--- src/rtl/rng_pkg.sv ---
// rng_pkg: shared LFSR width, default seed, arbiter states and LFSR step function
package rng_pkg;

    localparam int LFSR_W = 4;
    localparam logic [LFSR_W-1:0] DEFAULT_SEED = 4'b1010;

    typedef enum logic {ST_WARMUP, ST_READY} state_e;

    // x^4+x^3+1 Fibonacci step; period 15, never reaches zero from a nonzero value
    function automatic logic [LFSR_W-1:0] lfsr_next(input logic [LFSR_W-1:0] v);
        return {v[2:0], v[3] ^ v[2]};
    endfunction

endpackage

--- src/rtl/rr_pick.sv ---
// rr_pick: combinational round-robin one-hot picker, searching upward from ptr_i with wrap
module rr_pick
    import rng_pkg::*;
#(
    parameter int N  = 4,
    parameter int PW = (N > 1) ? $clog2(N) : 1
) (
    input  logic [N-1:0]  elig_i,
    input  logic [PW-1:0] ptr_i,
    output logic [N-1:0]  sel_o,
    output logic          valid_o
);

    logic [PW-1:0] idx;

    // first eligible bit at or after the pointer wins; only the first hit is taken
    always_comb begin
        sel_o   = '0;
        valid_o = 1'b0;
        idx     = '0;
        for (int i = 0; i < N; i++) begin
            idx = PW'((int'(ptr_i) + i) % N);
            if (!valid_o && elig_i[idx]) begin
                sel_o[idx] = 1'b1;
                valid_o    = 1'b1;
            end
        end
    end

endmodule

--- src/rtl/lfsr_rng_arbiter.sv ---
// lfsr_rng_arbiter: round-robin shared 4-bit LFSR source; RNG_GRANT_CNT_EN adds a saturating grant counter
module lfsr_rng_arbiter
    import rng_pkg::*;
#(
    parameter int                NREQ          = 4,
    parameter logic [LFSR_W-1:0] SEED          = DEFAULT_SEED,
    parameter int                WARMUP_CYCLES = 2
) (
    input  logic              clk_i,
    input  logic              rst_i,
    input  logic [NREQ-1:0]   req_i,
    input  logic [LFSR_W-1:0] seed_i,
    input  logic              seed_load_i,
    output logic [NREQ-1:0]   gnt_o,
    output logic [LFSR_W-1:0] value_o,
    output logic              busy_o
`ifdef RNG_GRANT_CNT_EN
    ,
    output logic [7:0]        grant_cnt_o
`endif
);

    localparam int     PW      = $clog2(NREQ);
    localparam logic [3:0] WU  = 4'(WARMUP_CYCLES);
    localparam state_e ST_INIT = (WARMUP_CYCLES == 0) ? ST_READY : ST_WARMUP;

    state_e            state_q, state_d;
    logic [3:0]        cnt_q, cnt_d;
    logic [LFSR_W-1:0] lfsr_q, lfsr_d;
    logic [PW-1:0]     ptr_q, ptr_d;
    logic [NREQ-1:0]   gnt_q, gnt_d;
    logic [LFSR_W-1:0] val_q, val_d;
    logic [NREQ-1:0]   sel;
    logic              sel_valid;
    logic [PW-1:0]     sel_idx;
    logic [PW-1:0]     ptr_nxt;

    // the requester granted this cycle sits out the next decision
    rr_pick #(.N(NREQ), .PW(PW)) u_pick (
        .elig_i  (req_i & ~gnt_q),
        .ptr_i   (ptr_q),
        .sel_o   (sel),
        .valid_o (sel_valid)
    );

    // one-hot to index, and the pointer moves just past the winner
    always_comb begin
        sel_idx = '0;
        for (int i = 0; i < NREQ; i++)
            if (sel[i]) sel_idx = PW'(i);
        ptr_nxt = (sel_idx == PW'(NREQ - 1)) ? '0 : sel_idx + PW'(1);
    end

    // next state: reseed beats everything, then warm-up stepping, then a grant
    always_comb begin
        state_d = state_q;
        cnt_d   = cnt_q;
        lfsr_d  = lfsr_q;
        ptr_d   = ptr_q;
        gnt_d   = '0;
        val_d   = '0;
        if (seed_load_i) begin
            lfsr_d  = (seed_i == '0) ? SEED : seed_i;
            cnt_d   = WU;
            state_d = ST_INIT;
        end else if (state_q == ST_WARMUP) begin
            lfsr_d  = lfsr_next(lfsr_q);
            cnt_d   = cnt_q - 4'd1;
            state_d = (cnt_q == 4'd1) ? ST_READY : ST_WARMUP;
        end else if (sel_valid) begin
            gnt_d  = sel;
            val_d  = lfsr_q;
            lfsr_d = lfsr_next(lfsr_q);
            ptr_d  = ptr_nxt;
        end
    end

    // state registers with synchronous reset
    always_ff @(posedge clk_i) begin
        if (rst_i) begin
            state_q <= ST_INIT;
            cnt_q   <= WU;
            lfsr_q  <= SEED;
            ptr_q   <= '0;
            gnt_q   <= '0;
            val_q   <= '0;
        end else begin
            state_q <= state_d;
            cnt_q   <= cnt_d;
            lfsr_q  <= lfsr_d;
            ptr_q   <= ptr_d;
            gnt_q   <= gnt_d;
            val_q   <= val_d;
        end
    end

    assign gnt_o   = gnt_q;
    assign value_o = val_q;
    assign busy_o  = (state_q == ST_WARMUP);

`ifdef RNG_GRANT_CNT_EN
    logic [7:0] gcnt_q, gcnt_d;

    // counts cycles with a grant on the output, sticking at 255
    always_comb gcnt_d = seed_load_i ? 8'd0 : ((|gnt_q) && gcnt_q != 8'hFF) ? gcnt_q + 8'd1 : gcnt_q;

    // grant counter register
    always_ff @(posedge clk_i) begin
        if (rst_i) gcnt_q <= 8'd0;
        else       gcnt_q <= gcnt_d;
    end

    assign grant_cnt_o = gcnt_q;
`endif

endmodule

--- config.mk ---
export PLATFORM = sky130hd
export DESIGN_NAME = lfsr_rng_arbiter
export DESIGN_NICKNAME = d
export VERILOG_FILES = /design/src/rtl/rng_pkg.sv /design/src/rtl/rr_pick.sv /design/src/rtl/lfsr_rng_arbiter.sv
export SDC_FILE = /design/constraint.sdc
export NUM_CORES = 1
export LEC_CHECK = 0
export ABC_AREA = 1
export BUFFER_PORTS_ARGS = -buffer_cell sky130_fd_sc_hd__buf_2
export CAP_MARGIN = 20
export CORE_ASPECT_RATIO = 0.75
export CORE_MARGIN = 8
export CORE_UTILIZATION = 43
export CTS_CLUSTER_DIAMETER = 40
export DETAILED_ROUTE_END_ITERATION = 8
export GPL_ROUTABILITY_DRIVEN = 0
export PLACE_DENSITY = 0.6
export SYNTH_ARGS = -nofsm -noshare
export SYNTH_HDL_FRONTEND = slang
export SYNTH_SLANG_ARGS = --single-unit
export TNS_END_PERCENT = 50
--- constraint.sdc ---
create_clock -name clk_i -period 2.4 [get_ports clk_i]
set_input_delay 0.48 -clock clk_i [delete_from_list [all_inputs] [get_ports clk_i]]
set_output_delay 0.48 -clock clk_i [all_outputs]
set_load 0.05 [all_outputs]
After elaboration in Yosys (flattened, before gate mapping)
Index checks and enable logic that the tools add are counted.
W data, S select, Z words.

operators by class
  mux-type cells = 34
  bitwise logic cells = 9
  add/subtract/negate cells = 5
  reduce and logical (&&, ||, !) cells = 14
  order comparisons = 8
  equal/unequal tests = 3

operators with widths
  kind                   count
  $mux W4                8
  $mux W1                15
  $lt A2 B3 Y1 const B   4
  $or A4 B4 Y4           3
  $bmux W1 S2            4
  $demux W1 S2           4
  $ge A2 B1 Y1 const B   4
  $logic_and A1 B1 Y1    7
  $mux W2                3
  $add A2 B1 Y2 const B  2
  $add A2 B2 Y2 const B  2
  $and A4 B4 Y4          1
  $eq A4 B1 Y1 const B   1
  $logic_not A4 Y1       1
  $not A4 Y4             1
  $reduce_or A4 Y1       1
  $sub A4 B1 Y4 const B  1
  $logic_not A1 Y1       3
  $ne A3 B2 Y1 const B   1
  $not A1 Y1             3
  $reduce_and A3 Y1      1
  $eq A2 B2 Y1 const B   1
  $reduce_or A2 Y1       1
  $xor A1 B1 Y1          1

word-level totals
  register bits = 19
  word-level logic and storage cells = 79
  output and inout bits = 9
  input port bits = 11

Longest topological paths before layout
Gate-level depths: netlist of run 1.

  depth in word-level cells = 19
  mapped depth = 13
  mapped depth without buffers = 13

Cells and area by module
A second synthesis of run 1 with hierarchy kept.

second synthesis, totals
  cell total of the unflattened synthesis = 204
  area, all modules = 1280.0 sq um

by module, submodules not included
  module            cells an instance  area each (sq um)  times used
  lfsr_rng_arbiter  128                860.8              1
  rr_pick           76                 419.2              1

Worst setup path before layout of run 1
Ideal clock, no wire load.

  kind = register to register
  start = reg ptr_q[0]
  end = reg lfsr_q[1]
  required time = 2.272 ns
  setup time = 0.128 ns
  path buffers = 0
  stages on the path, launching flop included = 12
  period minus slack after synthesis = 1.858 ns
  data arrival time = 1.731 ns
  path slack = 0.542 ns
  path through = dfxtp_1 inv_2 ha_1 inv_1 nand3_1 nand2_1 nand2_2 inv_4 nand3b_4 nand3b_4 nand2_1 o211ai_1

on the way
  longest elaborated chain between the ends = 13
  elaborated cells on any way between the ends = 22
  those cells by class = add/sub: 3; eq/ne: 1; mux: 12; reduce/logical: 6

RTL lines
  what                                                                    line                    source
  from (decl)                                                             lfsr_rng_arbiter.sv:30  logic [PW-1:0] ptr_q, ptr_d;
  from (signal assigned)                                                  lfsr_rng_arbiter.sv:91  ptr_q <= ptr_d;
  parallel branches: the longest is 11 deep, another holds $add A2 B1 Y2  -
  $mux W1 (*)                                                             rr_pick.sv:23           if (!valid_o && elig_i[idx]) begin
  $ne A3 B2 Y1 (no line) (*)                                              -
  to (signal assigned)                                                    lfsr_rng_arbiter.sv:90  lfsr_q <= lfsr_d;
  to (decl)                                                               lfsr_rng_arbiter.sv:29  logic [LFSR_W-1:0] lfsr_q, lfsr_d;

Mark *: on every way between the ends. The select of a mux whose other input is x is not followed.
A chain may end at the register's enable or synchronous reset.

Final worst setup path of run 1
  start = reg ptr_q[1]
  end = reg ptr_q[1]

on the way
  longest elaborated chain between the ends = 17
  elaborated cells on any way between the ends = 55
  those cells by class = add/sub: 4; order compare: 8; eq/ne: 1; mux: 28; bitwise: 3; reduce/logical: 11

RTL lines
  what
  parallel branches: the longest is 17 deep, another holds $lt A2 B3 Y1

Several ways; the timed one is not identified. The select of a mux whose other input is x is not followed.

==> flow_summary.json, run 1 <==
{
  "p_int_uw": 474,
  "fp.dieW_um": 77.7,
  "ys_top_cells_by_count": "nand2_1 (40), inv_1 (26), nand3_1 (20), nor2_1 (20), dfxtp_1 (19)",
  "synth_area_um2": 1230,
  "power_density_nw_per_um2": 441,
  "dp_hpwl_um": 2210,
  "period_minus_slack_ps": 2120,
  "num_rows": 16,
  "crit_type": "flip-flop to flip-flop",
  "cp_max_fo": 9,
  "hp-class": "primary input to flip-flop",
  "cts.repair.resized": 0,
  "yosysUniqueCellTypes": 24,
  "pin_count": 20,
  "crit_family": "simple AND/OR/NAND/NOR gates",
  "slew_violations": 0,
  "post-synth-top-count-cell": "nand2_1",
  "synth_top_family_by_area": "simple AND/OR/NAND/NOR gates",
  "wl_um": 2580,
  "peakVddDrop_mv": 0.286,
  "overflow": 0,
  "synth_ff_type": "dfxtp_1",
  "synth-edff-count": 0,
  "hold_start": "rst_i",
  "core_um2": 2660,
  "worstPathCellList": "inv_1, ha_1, inv_1, nand3_1, nand2_1, nand2_2, inv_4, nand3_1, nand2_1, nor2_1, nand2_1, nand2_1, a21oi_1",
  "synthCells": 178,
  "drv_cap": 0,
  "synth_top_area_cell": "dfxtp_1",
  "area_growth_pct": 15.3,
  "portBuffers": 19,
  "clk_path_buf_depth": 2,
  "ys_warn_count": 0,
  "power.static_leakage_uw": 0.000726,
  "drc": 0,
  "ys_seq_elements": 19,
  "synth-simple-area-share_pct": 39.1,
  "synth_compound_area_share_pct": 10.4,
  "post-route-period-util_pct": 88.5,
  "fin_skew_ps": 5.02,
  "nets": 222,
  "r2r_start": "ptr_q[1]",
  "htree_levels": 1,
  "synth_xor_area_share_pct": 0,
  "grt_max_degree": 11,
  "tightest_slew_ps": 356,
  "critPathLaunchType": "flip-flop",
  "die_h_um": 62.3,
  "synthAdderAreaFrac_pct": 9.16,
  "vias": 1158,
  "setup_viol": 0,
  "initial_core_util_pct": 46.1,
  "synth.area.mux_share_pct": 0,
  "async_reset_ff_share_pct": 0,
  "grt_pass1_vias": 1057,
  "p_comb_share_pct": 13.9,
  "antenna_left": 0,
  "die_area_um2": 4840,
  "cts-root-buf": "clkbuf_8",
  "drive_gt1_share_pct": 19.4,
  "max_freq_ghz": 0.471,
  "cp.arrival_ps": 2270,
  "vias_per_cell": 4.89,
  "drtIter0Drc": 101,
  "cts_buffers": 3,
  "synth_area_leaders": "dfxtp_1 (31%), nand2_1 (12%), ha_1 (9.2%)",
  "drtPass1Iterations": 4,
  "cpMostUsedCell": "nand2_1",
  "clock_sinks": 19,
  "clkTransAtPathRegs_ps": 70,
  "critPathSlowestCell": "dfxtp_1",
  "cp.required_ps": 2540,
  "rsz0062_at_grt": "false",
  "clock_latency_ps": 250,
  "endpoint_kind": "flip-flop",
  "cp.buffers_inverters": 3,
  "seq_power_share_pct": 52.8,
  "swShare_pct": 24.3,
  "clkPwrFrac_pct": 33.3,
  "avgRoutedWirePerCell_um": 10.9,
  "ys_seq_area_share_pct": 31.0,
  "setup_tns_ps": 0,
  "avgSynthCellArea_um2": 6.90,
  "syn_nets": 198,
  "power_uw": 625,
  "p_switching_uw": 152,
  "grt_pass1_wl_um": 4640,
  "status": "finished clean",
  "maxSlewHeadroom_pct": 76.3,
  "cts_setup_buffers": 0,
  "critPathMaxStageDelay_ps": 510,
  "antenna_cells": 0,
  "cts_hold_buf": 0,
  "grt_use_total_pct": 11.2,
  "synth.top_cell.area_share_pct": 31.0,
  "cts_tree": "yes",
  "crit_start": "ptr_q[1]",
  "antenna_found_initial": 0,
  "timing.final.hold_violations": 0
}
cells by family after synthesis:
logic type	count (synthesis)
AO/OA/AOI/OAI	22
flip-flops	19
AND/OR/NAND/NOR	95
buffers and inverters	33
adder cells (fa/ha/maj)	9
metal layers:
metal	global-route usage [%]	vias up	share of wire, %
li1	-	618	-
met1	15.0	499	51
met2	16.1	39	40
met3	4.74	2	8.2
met4	2.58	0	0.47
met5	0	-	0
power by group through the flow:
| stage | clock, uW | sequential (uW) | combinational, uW |
|---|---|---|---|
| 2_1_floorplan | 0 | 336 | 62.1 |
| 3_3_place_gp | 0 | 337 | 86.0 |
| 3_5_place_dp | 0 | 337 | 86.3 |
| 4_1_cts | 218 | 330 | 86.8 |
| 5_1_grt | 234 | 331 | 98.3 |
| 6_report | 208 | 330 | 86.8 |
metrics by stage:
stage               cell area (um^2)  setup WS (ps)  utilization (%)  std cells  hold slack (ps)
floorplan                       1230            542                -        178              431
global placement                1370            410             51.5        233              460
detailed placement              1370            323             51.5        233              461
CTS                             1420            299             53.2        237              434
global route                    1420           41.3             53.2        237              444
finish                          1420            277             53.2        237              434
placed cells by master (no fill, tap or decap), types with 3 or more instances in the layout:
cell type,count
nand3_2,5
clkbuf_8,3
nand3_1,20
nand2_1,40
nor2_1,20
clkinv_1,3
dfxtp_1,19
buf_2,19
ha_1,9
o211ai_1,3
inv_1,26
o21ai_0,7
a21oi_1,8
state kept, by name, indices dropped and copies added, names as in the netlist:
signal / flops
gnt_o: 4
cnt_q: 4
ptr_q: 2
value_o: 4
lfsr_q: 4
state_q: 1
worst paths after layout:
kind	depth (start not counted)	to	slack (ps)
max reg2reg	13	ptr_q[1]	280
max	13	ptr_q[1]	280
min reg2reg	2	value_o[1]	470
min	2	ptr_q[1]	430
cell type report:
class / count / area [um^2]
fill: 261 / 1250
multi-input combinational: 126 / 721
sequential: 19 / 380
inverter: 32 / 123
timing repair buffer: 20 / 103
clock buffer: 4 / 45.0
tap: 36 / 45.0
No activity file was read; power rests on OpenSTA's default activity.
==> inputs of run 2 (changes only) <==
--- a/config.mk
+++ b/config.mk
@@ -11,6 +11,7 @@
 export CORE_ASPECT_RATIO = 0.75
 export CORE_MARGIN = 8
 export CORE_UTILIZATION = 43
+export CTS_BUF_LIST = sky130_fd_sc_hd__clkbuf_8
 export CTS_CLUSTER_DIAMETER = 40
 export DETAILED_ROUTE_END_ITERATION = 8
 export GPL_ROUTABILITY_DRIVEN = 0
==> run 2 against run 1 <==
Against the previous run: non-clock buffer count is the same; critical path type unchanged; largest power group unchanged; clock-buffer cell count shrank 1; clock power shrank 2%.
==> flow_summary.json, run 2 (synthesized netlist as in run 1, its figures left out) <==
{
  "dp_slack_ps": 323,
  "setup_viol": 0,
  "clk_path_buf_depth": 2,
  "post-route-period-util_pct": 88.4,
  "drive_gt1_share_pct": 19.4,
  "maxSlewHeadroom_pct": 76.3,
  "htree_levels": 1,
  "antenna_found_initial": 0,
  "peakVddDrop_mv": 0.286,
  "hp-class": "primary input to flip-flop",
  "drc": 0,
  "grt_max_degree": 11,
  "antenna_left": 0,
  "dp_hpwl_um": 2210,
  "cts_setup_buffers": 0,
  "cp_max_fo": 9,
  "grt_use_total_pct": 11.2,
  "cts_buffers": 3,
  "cpMostUsedCell": "nand2_1",
  "die_area_um2": 4840,
  "clock_sinks": 19,
  "design_area_um2": 1420,
  "slew_violations": 0,
  "final_common_cell": "nand2_1",
  "critPathMaxStageDelay_ps": 510,
  "layout.cells.non_filler": 237,
  "worst_slack_ps": 277,
  "critPathLaunchType": "flip-flop",
  "initial_core_util_pct": 46.1,
  "cts-root-buf": "clkbuf_8",
  "fin_skew_ps": 5.35,
  "setup_tns_ps": 0,
  "vias_per_cell": 4.87,
  "crit_type": "flip-flop to flip-flop",
  "place_area_um2": 1370,
  "drtIter0Drc": 102,
  "max_freq_ghz": 0.471,
  "drv_cap": 0,
  "tightest_slew_ps": 355,
  "cp.required_ps": 2540,
  "status": "finished clean",
  "period_minus_slack_ps": 2120,
  "clkTransAtPathRegs_ps": 70,
  "cp.arrival_ps": 2270,
  "grt_pass1_wl_um": 4640,
  "cts_hold_buf": 0,
  "cts.repair.resized": 0,
  "p_switching_uw": 152,
  "cts_tree": "yes",
  "core_um2": 2660,
  "worstPathCellList": "inv_1, ha_1, inv_1, nand3_1, nand2_1, nand2_2, inv_4, nand3_1, nand2_1, nor2_1, nand2_1, nand2_1, a21oi_1",
  "area_growth_pct": 15.3,
  "antenna_cells": 0,
  "fp.dieW_um": 77.7,
  "portBuffers": 19,
  "endpoint_kind": "flip-flop",
  "p_int_uw": 469,
  "p_comb_share_pct": 14.0,
  "vias": 1155,
  "clkPwrFrac_pct": 32.9,
  "grt_pass1_vias": 1057,
  "rsz0062_at_grt": "false",
  "seq_power_share_pct": 53.1,
  "clock_latency_ps": 250,
  "avgRoutedWirePerCell_um": 10.8,
  "place_inst": 233,
  "power.static_leakage_uw": 0.000731,
  "wl_um": 2570,
  "pin_count": 20,
  "num_rows": 16,
  "swShare_pct": 24.4,
  "power_density_nw_per_um2": 438,
  "timing.final.hold_violations": 0,
  "die_h_um": 62.3,
  "final_cell_mix": "nand2_1 (40), inv_1 (27), nand3_1 (20), nor2_1 (20)",
  "nets": 222,
  "overflow": 0,
  "drtPass1Iterations": 4,
  "critPathSlowestCell": "dfxtp_1"
}
## run 2: cell types whose count changed in the layout (fill, tap and decap cells not counted)
cell,change
clkbuf_1,-1
inv_1,+1
## run 2: power groups by stage
stage	sequential, uW	combinational [uW]	clock, uW
after floorplan	336	62.1	0
after global placement	337	86.0	0
after detailed placement	337	86.3	0
after CTS	330	86.8	214
after global routing	331	98.3	230
final	330	86.9	204
## run 2: worst paths after layout
kind         slack [ps]       from    endpoint  cells after the start
max                 280   ptr_q[1]    ptr_q[1]                     13
min reg2reg         470  lfsr_q[1]  value_o[1]                      2
max reg2reg         280   ptr_q[1]    ptr_q[1]                     13
min                 430      rst_i    ptr_q[1]                      2
## run 2: layer usage
layer	vias up	share of wire, %	GRT usage [%]
li1	618	-	-
met3	2	8.1	4.74
met4	0	0.47	2.58
met1	498	51	15.0
met5	-	0	0
met2	37	40	16.1
## run 2: area by class of cell
cell class	instances	area (um^2)
Clock buffer	3	41.3
Tap cell	36	45.0
Sequential cell	19	380
Fill cell	261	1250
Clock inverter	1	3.75
Inverter	32	123
Timing Repair Buffer	20	103
Multi-Input combinational cell	126	721
## run 2: worst max-delay path: cells and delay by family, from the launching register on
family	cells	cell delay [ps]
AOI/OAI and AO/OA	1	50
adders and majority gates	1	370
buffers and inverters	3	320
DFF	1	510
and+or+nand+nor	8	750
## run 2: stage by stage
| step | hold slack, ps | power (uW) | utilization, % |
|---|---|---|---|
| 5_1_grt | 444 | 659 | 53.2 |
| 2_1_floorplan | 431 | 398 | - |
| 3_3_place_gp | 460 | 423 | 51.5 |
| 4_1_cts | 434 | 630 | 53.2 |
| 3_5_place_dp | 461 | 423 | 51.5 |
| 6_report | 434 | 621 | 53.2 |
